[src/rtl/main_mem_pkg.sv]
// -----------------------------------------------------------------------------
// main_mem_pkg
// Shared types and constants for the main_mem access arbiter:
//   - default address/data widths and host starvation limit
//   - requester owner encoding used by the read tag pipeline
//   - memory read latency (cycles from mem_cs to mem_rdata)
//   - host_wait next-state helper
// -----------------------------------------------------------------------------
package main_mem_pkg;

  localparam int unsigned AW_DEFAULT     = 8;
  localparam int unsigned DW_DEFAULT     = 16;
  localparam int unsigned STARVE_DEFAULT = 4;
  localparam int unsigned RD_LAT         = 1;
  localparam int unsigned HW_W           = 4;

  typedef enum logic {
    OWN_HOST = 1'b0,
    OWN_ENG  = 1'b1
  } owner_e;

  typedef struct packed {
    logic   valid;
    owner_e owner;
  } rd_tag_t;

  // host_wait counts consecutive cycles the host asked and was refused,
  // saturating at the starvation limit; any grant or idle cycle clears it.
  function automatic logic [HW_W-1:0] host_wait_next(
    input logic [HW_W-1:0] cur,
    input logic            req,
    input logic            gnt,
    input logic [HW_W-1:0] limit
  );
    logic [HW_W-1:0] nxt;
    nxt = 4'd0;
    if (!req || gnt) begin
      nxt = 4'd0;
    end else if (cur >= limit) begin
      nxt = limit;
    end else begin
      nxt = cur + 4'd1;
    end
    return nxt;
  endfunction

endpackage

[src/rtl/main_mem_rd_tag.sv]
// -----------------------------------------------------------------------------
// main_mem_rd_tag
// Delay line for the {valid, owner} tag of each read issued to main_mem, so the
// tag emerges in the same cycle as the corresponding mem_rdata.
// Ports:
//   clk    in   system clock
//   rst_n  in   asynchronous active-low clear (drops in-flight tags)
//   tag_i  in   tag of the access currently on the mem_* bus
//   tag_o  out  tag aligned with mem_rdata
// -----------------------------------------------------------------------------
module main_mem_rd_tag
  import main_mem_pkg::*;
#(
  parameter int DEPTH = int'(RD_LAT)
) (
  input  logic    clk,
  input  logic    rst_n,
  input  rd_tag_t tag_i,
  output rd_tag_t tag_o
);

  rd_tag_t pipe_q [DEPTH];

  // Tag shift register; reset empties every stage so no stale rvalid escapes.
  always_ff @(posedge clk or negedge rst_n) begin
    if (!rst_n) begin
      for (int i = 0; i < DEPTH; i++) begin
        pipe_q[i] <= '0;
      end
    end else begin
      pipe_q[0] <= tag_i;
      for (int i = 1; i < DEPTH; i++) begin
        pipe_q[i] <= pipe_q[i-1];
      end
    end
  end

  assign tag_o = pipe_q[DEPTH-1];

endmodule

[src/rtl/main_mem_arb.sv]
// -----------------------------------------------------------------------------
// main_mem_arb
// Serialises host and ADPCM engine accesses onto the single-port main_mem.
// Engine has priority; after STARVE consecutive refusals the host wins once.
// Grants are combinational; the winning access is registered onto mem_*, and
// read data is steered back to the issuing requester two cycles after grant.
// Ports:
//   clk, reset                 clock, asynchronous active-low reset
//   scan_in0..4, scan_enable,
//   test_mode, scan_out0..4    DFT pins; test_mode blocks all grants,
//                              scan_out* mirror scan_in* until chain insertion
//   h_req/h_we/h_addr/h_wdata  host request
//   h_gnt/h_rvalid/h_rdata     host grant and read return
//   e_*                        same set for the engine
//   mem_cs/we/addr/wdata       registered memory command
//   mem_rdata                  memory read data, one cycle after a read command
// -----------------------------------------------------------------------------
module main_mem_arb
  import main_mem_pkg::*;
#(
  parameter int unsigned AW     = AW_DEFAULT,
  parameter int unsigned DW     = DW_DEFAULT,
  parameter int unsigned STARVE = STARVE_DEFAULT
) (
  input  logic          clk,
  input  logic          reset,
  input  logic          scan_in0,
  input  logic          scan_in1,
  input  logic          scan_in2,
  input  logic          scan_in3,
  input  logic          scan_in4,
  input  logic          scan_enable,
  input  logic          test_mode,
  output logic          scan_out0,
  output logic          scan_out1,
  output logic          scan_out2,
  output logic          scan_out3,
  output logic          scan_out4,
  input  logic          h_req,
  input  logic          h_we,
  input  logic [AW-1:0] h_addr,
  input  logic [DW-1:0] h_wdata,
  output logic          h_gnt,
  output logic          h_rvalid,
  output logic [DW-1:0] h_rdata,
  input  logic          e_req,
  input  logic          e_we,
  input  logic [AW-1:0] e_addr,
  input  logic [DW-1:0] e_wdata,
  output logic          e_gnt,
  output logic          e_rvalid,
  output logic [DW-1:0] e_rdata,
  output logic          mem_cs,
  output logic          mem_we,
  output logic [AW-1:0] mem_addr,
  output logic [DW-1:0] mem_wdata,
  input  logic [DW-1:0] mem_rdata
);

  localparam logic [HW_W-1:0] STARVE_LIM = HW_W'(STARVE);

  logic [HW_W-1:0] host_wait_q, host_wait_d;
  logic            grant_ok_s, starved_s;
  logic            h_gnt_s, e_gnt_s;

  logic            mem_cs_q, mem_cs_d;
  logic            mem_we_q, mem_we_d;
  logic [AW-1:0]   mem_addr_q, mem_addr_d;
  logic [DW-1:0]   mem_wdata_q, mem_wdata_d;
  owner_e          mem_owner_q, mem_owner_d;

  rd_tag_t         tag_in_s, tag_out_s;
  logic            dft_unused_s;

  // Scan chain is stitched at insertion; until then data passes straight through.
  assign scan_out0    = scan_in0;
  assign scan_out1    = scan_in1;
  assign scan_out2    = scan_in2;
  assign scan_out3    = scan_in3;
  assign scan_out4    = scan_in4;
  assign dft_unused_s = scan_enable;

  // Grants are also suppressed while reset is held so every output reads 0.
  assign grant_ok_s = reset && !test_mode;
  assign starved_s  = (host_wait_q == STARVE_LIM);

  // Arbitration: engine first unless the host has waited STARVE cycles.
  always_comb begin
    h_gnt_s = 1'b0;
    e_gnt_s = 1'b0;
    if (grant_ok_s) begin
      if (h_req && (!e_req || starved_s)) begin
        h_gnt_s = 1'b1;
      end else if (e_req) begin
        e_gnt_s = 1'b1;
      end else begin
        h_gnt_s = 1'b0;
        e_gnt_s = 1'b0;
      end
    end else begin
      h_gnt_s = 1'b0;
      e_gnt_s = 1'b0;
    end
  end

  assign h_gnt = h_gnt_s;
  assign e_gnt = e_gnt_s;

  // Starvation counter next state.
  always_comb begin
    host_wait_d = host_wait_next(host_wait_q, h_req, h_gnt_s, STARVE_LIM);
  end

  // Select the winning request for the memory command register.
  always_comb begin
    mem_cs_d    = 1'b0;
    mem_we_d    = 1'b0;
    mem_addr_d  = '0;
    mem_wdata_d = '0;
    mem_owner_d = OWN_HOST;
    if (h_gnt_s) begin
      mem_cs_d    = 1'b1;
      mem_we_d    = h_we;
      mem_addr_d  = h_addr;
      mem_wdata_d = h_wdata;
      mem_owner_d = OWN_HOST;
    end else if (e_gnt_s) begin
      mem_cs_d    = 1'b1;
      mem_we_d    = e_we;
      mem_addr_d  = e_addr;
      mem_wdata_d = e_wdata;
      mem_owner_d = OWN_ENG;
    end else begin
      mem_cs_d    = 1'b0;
    end
  end

  // Arbiter state and registered memory command.
  always_ff @(posedge clk or negedge reset) begin
    if (!reset) begin
      host_wait_q <= 4'd0;
      mem_cs_q    <= 1'b0;
      mem_we_q    <= 1'b0;
      mem_addr_q  <= '0;
      mem_wdata_q <= '0;
      mem_owner_q <= OWN_HOST;
    end else begin
      host_wait_q <= host_wait_d;
      mem_cs_q    <= mem_cs_d;
      mem_we_q    <= mem_we_d;
      mem_addr_q  <= mem_addr_d;
      mem_wdata_q <= mem_wdata_d;
      mem_owner_q <= mem_owner_d;
    end
  end

  assign mem_cs    = mem_cs_q;
  assign mem_we    = mem_we_q;
  assign mem_addr  = mem_addr_q;
  assign mem_wdata = mem_wdata_q;

  // The tag enters alongside the command on mem_*, so it leaves the delay line
  // exactly when the memory presents the read data.
  assign tag_in_s = '{valid: mem_cs_q && !mem_we_q, owner: mem_owner_q};

  main_mem_rd_tag #(
    .DEPTH (int'(RD_LAT))
  ) u_rd_tag (
    .clk   (clk),
    .rst_n (reset),
    .tag_i (tag_in_s),
    .tag_o (tag_out_s)
  );

  // Steer read data to its owner; the other side is held at zero.
  always_comb begin
    h_rvalid = tag_out_s.valid && (tag_out_s.owner == OWN_HOST);
    e_rvalid = tag_out_s.valid && (tag_out_s.owner == OWN_ENG);
    h_rdata  = '0;
    e_rdata  = '0;
    if (h_rvalid) begin
      h_rdata = mem_rdata;
    end else begin
      h_rdata = '0;
    end
    if (e_rvalid) begin
      e_rdata = mem_rdata;
    end else begin
      e_rdata = '0;
    end
  end

endmodule

[config.mk]
export PLATFORM = sky130hd
export DESIGN_NAME = main_mem_arb
export DESIGN_NICKNAME = d
export VERILOG_FILES = /design/src/rtl/main_mem_pkg.sv /design/src/rtl/main_mem_rd_tag.sv /design/src/rtl/main_mem_arb.sv
export SDC_FILE = /design/constraint.sdc
export NUM_CORES = 1
export LEC_CHECK = 0
export BUFFER_PORTS_ARGS = -buffer_cell sky130_fd_sc_hd__buf_2
export CAP_MARGIN = 0
export CORE_MARGIN = 1
export CORE_UTILIZATION = 42
export DETAILED_ROUTE_END_ITERATION = 12
export PLACE_DENSITY = 0.85
export SLEW_MARGIN = 15
export SYNTH_ARGS = -nofsm -noshare
export SYNTH_HDL_FRONTEND = slang
export SYNTH_SLANG_ARGS = --single-unit
[constraint.sdc]
create_clock -name clk -period 3.1 [get_ports clk]
set_clock_uncertainty 0.15 [all_clocks]
set_input_delay 0.155 -clock clk [delete_from_list [all_inputs] [get_ports clk]]
set_output_delay 0.155 -clock clk [all_outputs]
set_load 0.01 [all_outputs]
# Word level (Yosys, flattened, before mapping)
# Index checks and enable logic that the tools add are counted.
# totals
reg_bits	33
inputBits	77
word_cells	41
# classes
addsub	1
order_cmp	1
n_eq_ne	1
muxes	18
n_bitwise	1
reduce_logical	11
# op_table
op	n
16-bit 2-to-1 mux	4
8-bit 2-to-1 mux	2
1-bit 2-to-1 mux	10
4-bit 2-to-1 mux	2
1-bit logical AND	5
4-bit by 1-bit adder with 4-bit output, second input constant	1
4-bit by 3-bit == test with 1-bit output, second input constant	1
4-bit by 3-bit >= comparator with 1-bit output, second input constant	1
1-bit zero test	4
1-bit logical OR	2
1-bit NOT	1

# Longest topological paths before layout
# Gate-level depths: netlist of run 1.
# depth
word_depth	7
depth_mapped	6
ltp_nobuf	5

# Modules after synthesis
# A second synthesis of run 1 with hierarchy kept.
# unflattened
hier_cells	186
area_unflattened_um2	1796.7
# by_module_without_submodules
mod	instances	cells_per_inst	area_each_um2	seq_area_each_um2
main_mem_arb	1	184	1746.7	775.7
main_mem_rd_tag	1	2	50.0	50.0

# Worst setup path before layout of run 1
# OpenSTA, ideal clock, no wires.
# synth_timing
kind	reg-to-output
start	register host_wait_q[0]
end	output h_gnt
arrival_time_ns	1.257
slack_ns	1.538
path_stages_with_launch	7
n_path_buf	1
cell_sequence	dfrtp_1 inv_1 ha_1 and3b_4 o21ai_4 buf_4 nor2_1
# synth_between
elab_chain_cells	5
# synth_lines
element	line	text
from (decl)	main_mem_arb.sv:62	logic [HW_W-1:0] host_wait_q, host_wait_d;
from (signal assigned)	main_mem_arb.sv:148	host_wait_q <= host_wait_d;
4-bit by 3-bit == test with 1-bit output	main_mem_arb.sv:85	assign starved_s = (host_wait_q == STARVE_LIM);
1-bit logical OR	main_mem_arb.sv:92	if (h_req && (!e_req || starved_s)) begin
1-bit logical AND	main_mem_arb.sv:92	
1-bit 2-to-1 mux	main_mem_arb.sv:92	
1-bit 2-to-1 mux	main_mem_arb.sv:91	if (grant_ok_s) begin
to (decl)	main_mem_arb.sv:43	output logic h_gnt,
# Every way passes these cells.

# Worst setup path after layout of run 1
# layout_timing
start	input reset
end	register mem_addr_q[6], in the netlist mem_addr[6]
# layout_between
elab_chain_cells	4
# layout_lines
element	line	text
from (decl)	main_mem_arb.sv:26	input logic reset,
1-bit logical AND *	main_mem_arb.sv:84	assign grant_ok_s = reset && !test_mode;
1-bit 2-to-1 mux	main_mem_arb.sv:91	
8-bit 2-to-1 mux	main_mem_arb.sv:127	end else if (e_gnt_s) begin
8-bit 2-to-1 mux *	main_mem_arb.sv:121	if (h_gnt_s) begin
net mem_addr_d[6]	main_mem_arb.sv:68	logic [AW-1:0] mem_addr_q, mem_addr_d;
to (signal assigned)	main_mem_arb.sv:151	mem_addr_q <= mem_addr_d;
to (decl)	main_mem_arb.sv:68	
# Mark *: on every way through the listed nets, which the timed path passes. The rest lies on a longest branch.

==> results of run 1 <==
[per-layer routing]
layer,vias up,part of all wire,global-route usage
met4,0,0.044,0.152
li1,946,-,-
met3,24,0.077,0.0743
met5,-,0,0
met2,117,0.54,0.515
met1,934,0.34,0.242
[worst register-to-register path: stages (launching register included)]
cell	delay (ns)
dfrtp_1	0.35
inv_1	0.06
ha_1	0.20
and3b_4	0.21
o21ai_4	0.45
buf_4	0.34
o22ai_1	0.11
dlygate4sd3_1	0.58
[cell type report]
type                       count  area (um2)
clock buffer                   7        86.3
timing repair buffer         179        1130
multi-input combinational    131         847
fill                         300        1100
inverter                       3        11.3
sequential                    33         826
tap                           50        62.6
[report_power, final]
part,total (W),switching (W),internal (W)
logic,0.000230,0.000113,0.000117
clock network,0.000330,0.000154,0.000176
registers,0.000459,0.0000102,0.000449
total,0.00102,0.000277,0.000742
[through the flow]
step | total power (W) | cells
2_1_floorplan | 0.000571 | 186
3_3_place_gp | 0.000646 | 351
3_5_place_dp | 0.000651 | 351
6_report | 0.00102 | 403
5_1_grt | 0.00106 | 403
4_1_cts | 0.00102 | 403
[cell usage in the layout, fill, tap and decap left out, drive strengths merged]
master       instances
nor2                 4
dfrtp               33
o21a                 1
nor3                 2
ha                   2
buf                134
inv                  3
nor2b                2
and3b                1
a21oi                3
nand2b               1
and2                17
nand3                2
a21o                 1
o31ai                1
and3                16
conb                 1
clkbuf               7
o21ai                1
dlygate4sd3         45
o22ai               25
and2b                1
nand2               50
[cell families (layout without fill, tap and decap cells)]
group	count (synthesis)	after routing	synth area share
other cells	1	1	0.00209
compound gates	32	32	0.191
flops	33	33	0.460
fa+ha+maj	2	2	0.0139
simple gates	96	96	0.260
buf+inv	22	189	0.0731
[flip-flops by register name, indices dropped and copies added (netlist names)]
register	cells
mem_wdata	16
mem_addr	8
host_wait_q	4
u_rd_tag.tag_o	2
mem_cs	1
mem_owner_q	1
mem_we	1
[final timing paths]
check                                              start  cells past startpoint  slack, ns                          end
worst max-delay path                               reset                      6       0.41        mem_addr[6]$_DFF_PN0_
worst min-delay path                          h_wdata[4]                      3      0.004       mem_wdata[4]$_DFF_PN0_
worst max register to register  host_wait_q[0]$_DFF_PN0_                      7       0.54      mem_wdata[15]$_DFF_PN0_
worst min register to register     mem_owner_q$_DFF_PN0_                      0       0.20  u_rd_tag.tag_o[0]$_DFF_PN0_
max in group asynchronous                          reset                      3       2.14       mem_wdata[3]$_DFF_PN0_
min in group asynchronous                          reset                      3       0.35      mem_wdata[15]$_DFF_PN0_
[repair_timing]
action	CTS	global route
hold buffers	45	0
endpoints found under the hold margin	57	0
resized for setup	0	0
==> flow_summary.ini, run 1 <==
[clocking]
clkLatencyLatePin_ns = 0.28
clk_root_buffer_cell = clkbuf_8
cts_tree = done
cts_inserted_buffers = 5
cts_buffer_depth = 2
h-tree-depth = 2
clock_sinks = 33
cts_setup_buffers = 0
clk_pin_slew_worst_paths_ns = 0.07

[worst_setup_path]
cpMaxStageDelayCell = nor2b_4
cp_cell_sequence = dlygate4sd3_1 > buf_2 > nor2b_4 > nand2_1 > o22ai_2 > dlygate4sd3_1
path_buf_inv = 3
start_kind = input port
cp_common_cell = dlygate4sd3_1
slowest_delay_ns = 0.87
crit_required_ns = 3.16
critPathCaptureType = flip-flop
critical_path.top_delay_family = buffers and inverters
worstSetupPathType = input port to flip-flop
cp.arrival_ns = 2.75
cp_max_fo = 53

[finish]
diodes = 0
syn_to_final_growth_pct = 64.7
fin_util = 0.729
fin_area_mm2 = 0.00296
drive_gt1_frac = 0.465
final_nets = 432

[global_routing]
grt_pass1_wl_um = 8670
grt_remaining_overflow = 0
grt_pass1_vias = 1984
antenna_found_initial = 0
grt_max_degree = 54
track_usage = 0.266

[sta]
fin_crit_sh = 0.867
setup_tns_ns = 0
min_period_ns = 2.69
fin_ws_ns = 0.413
maxSlewViolCount = 0
slew_headroom = 0.282
setup_viol = 0
fmax_mhz = 372
hold_viol = 0
tightestPinTransition_ns = 1.07
rsz0062_at_grt = no
holdWs_ns = 0.00381

[floorplan]
core_mm2 = 0.00406
die_area_mm2 = 0.00454
rows = 23
die_h_um = 67.4
io-pin-count = 144
die_w_um = 67.4
start_util = 0.443

[min_path]
hold_path.class = input port to flip-flop

[run_status]
status = complete, no violations

[logic_synthesis]
ys_async_sr_fraction = 1.00
synth_common_cells = nand2_1 (50), dfrtp_1 (33), o22ai_2 (20), and2_1 (17), and3_1 (16)
synth-main-ff-cell = dfrtp_1
synth_area_leaders = dfrtp_1 (46%), o22ai_2 (14%), nand2_1 (10%)
yosys_warnings = 0
netlist_area_mm2 = 0.00180
synth.most_common_cell = nand2_1
synth_fp_nets = 265
avgSynthCellArea_um2 = 9.66
ys_seq_area_frac = 0.460
synth_top_area_frac = 0.460
synth-seq-cells = 33
synth.largest_area_cell = dfrtp_1
netlist_instances = 186
synth_edf_count = 0
synth.distinct_cells = 25

[detailed_routing]
detail_route.wl_per_cell_um = 14.6
drt.antenna.violating_nets = 0
first_iter_violations = 55
vias = 2021
firstDrtPassIters = 5
via_per_inst = 5.01
wirelength_um = 5890
remaining_drc_errors = 0

[pwr]
p_leak_nw = 1.68
vdd_drop_max_mv = 0.309
power_density_mw_per_mm2 = 344

[placement]
place_congestion = 0.734
dp_hpwl_um = 3460
numPortBuffers = 132
placed_area_mm2 = 0.00242
pre_cts_slack_ns = 1.13

[flow_run]
drv_cap = 0
Note: power is estimated with default switching activity, not from simulation.
==> run 2, diff against run 1 <==
Settings changed: CORE_UTILIZATION 42 to 39, PLACE_DENSITY 0.85 to 0.8.
Clock period 3.1 ns to 2.6 ns, I/O delays scaled along.
==> flow_summary.ini, run 2 (same netlist as run 1, synthesis figures left out) <==
[sta]
fmax_mhz = 438
maxSlewViolCount = 0
setup_tns_ns = 0
rsz0062_at_grt = no
fin_ws_ns = 0.317
fin_crit_sh = 0.878
setup_viol = 0
min_period_ns = 2.28
hold_viol = 0

[clocking]
clk_pin_slew_worst_paths_ns = 0.07
cts_buffer_depth = 2
cts_tree = done
clk_root_buffer_cell = clkbuf_8
cts_setup_buffers = 0
cts_inserted_buffers = 5
cts_hold_buffers = 52
clock_sinks = 33
cts.repair.resized = 0
clkLatencyLatePin_ns = 0.28
h-tree-depth = 2

[global_routing]
gr-max-usage-layer = met2
track_usage = 0.249
grt.met1_usage = 0.230
grt_remaining_overflow = 0
antenna_found_initial = 0
grt_max_degree = 54
met2_usage = 0.483
grtUsageMet3 = 0.0765
grt_pass1_vias = 2157
grt_pass1_wl_um = 9410

[floorplan]
core_mm2 = 0.00438
io-pin-count = 144
die_area_mm2 = 0.00488
die_w_um = 69.9
start_util = 0.410
rows = 24
die_h_um = 69.9

[worst_setup_path]
cp_max_fo = 12
cp_cell_sequence = inv_1 > ha_1 > and3b_4 > o21ai_4 > buf_4 > o22ai_2 > dlygate4sd3_1
crit_required_ns = 2.61
slowest_delay_ns = 0.59
worstSetupPathType = flip-flop to flip-flop
critPathCaptureType = flip-flop
cp.arrival_ns = 2.29
cpMaxStageDelayCell = dlygate4sd3_1
start_kind = flip-flop

[finish]
final_nets = 441
drive_gt1_frac = 0.460
largest_register_ffs = 16
diodes = 0
layout.cells.most_common_list = buf_2 (132), dlygate4sd3_1 (52), nand2_1 (50), dfrtp_1 (33), o22ai_2 (20)
syn_to_final_growth_pct = 68.9
mostFrequentLayoutCell = buf_2

[placement]
numPortBuffers = 132
place_congestion = 0.687
dp_hpwl_um = 3430
pre_cts_slack_ns = 0.893

[detailed_routing]
via_per_inst = 4.89
vias = 2019
remaining_drc_errors = 0
firstDrtPassIters = 5
first_iter_violations = 76
drt.antenna.violating_nets = 0
wirelength_um = 5960
detail_route.wl_per_cell_um = 14.4

[pwr]
p_int_w = 0.000859
pwr-share-seq = 0.463
p_switching_w = 0.000325
power_density_mw_per_mm2 = 390
p_leak_nw = 1.73
vdd_drop_max_mv = 0.358
combPwrFrac = 0.240
p_clk_frac = 0.297
netSwitchingFraction = 0.275

[run_status]
status = complete, no violations

[min_path]
hold_path.class = input port to flip-flop

[flow_run]
drv_cap = 0
run 2: layout make-up:
class / instances / area (um2)
Clock inverter: 1 / 5.00
Inverter: 3 / 11.3
Clock buffer: 5 / 68.8
Timing Repair Buffer: 188 / 1210
Multi-Input combinational cell: 131 / 847
Fill cell: 327 / 1350
Tap cell: 52 / 65.1
Sequential cell: 33 / 826
run 2: power by group through the flow:
stage	combinational [W]	sequential (W)	clock [W]
after floorplan	0.000118	0.000563	0
after global placement	0.000216	0.000556	0
after detailed placement	0.000222	0.000557	0
after CTS	0.000276	0.000548	0.000360
after global routing	0.000307	0.000551	0.000379
final	0.000284	0.000548	0.000352
run 2: path summary, 6_finish.rpt:
kind / start / endpoint / slack, ns / cells past startpoint
setup / recovery: host_wait_q[0]$_DFF_PN0_ / mem_wdata[11]$_DFF_PN0_ / 0.32 / 7
hold / removal: h_req / host_wait_q[1]$_DFF_PN0_ / 0.004 / 3
setup reg to reg: host_wait_q[0]$_DFF_PN0_ / mem_wdata[11]$_DFF_PN0_ / 0.32 / 7
hold reg to reg: mem_owner_q$_DFF_PN0_ / u_rd_tag.tag_o[0]$_DFF_PN0_ / 0.23 / 0
max in group asynchronous: reset / mem_wdata[0]$_DFF_PN0_ / 1.71 / 3
min in group asynchronous: reset / mem_wdata[15]$_DFF_PN0_ / 0.27 / 3
run 2: through the flow:
stage | cell area (um2) | hold slack (ns) | std cells | util | power (W)
final | 3030 | 0.00376 | 413 | 0.692 | 0.00118
after floorplan | 1800 | -0.316 | 186 | - | 0.000681
after CTS | 3030 | 0.00341 | 413 | 0.692 | 0.00118
after global routing | 3030 | 0.00644 | 413 | 0.692 | 0.00124
after global placement | 2440 | 0.0564 | 355 | 0.557 | 0.000772
after detailed placement | 2440 | 0.0645 | 355 | 0.557 | 0.000779
run 2: critical path, delay by kind of cell, from the launching register on:
kind / cells / cell delay [ns]
DFF: 1 / 0.37
and+or+nand+nor: 1 / 0.21
buffers and inverters: 3 / 0.93
adders and majority gates: 1 / 0.20
AOI/OAI and AO/OA: 2 / 0.30
run 2: metal layers:
metal  share of wire  vias to the layer above
met2            0.54                      111
met4           0.036                        0
met1            0.35                      921
met3           0.073                       22
met5               0                        -
li1                -                      965
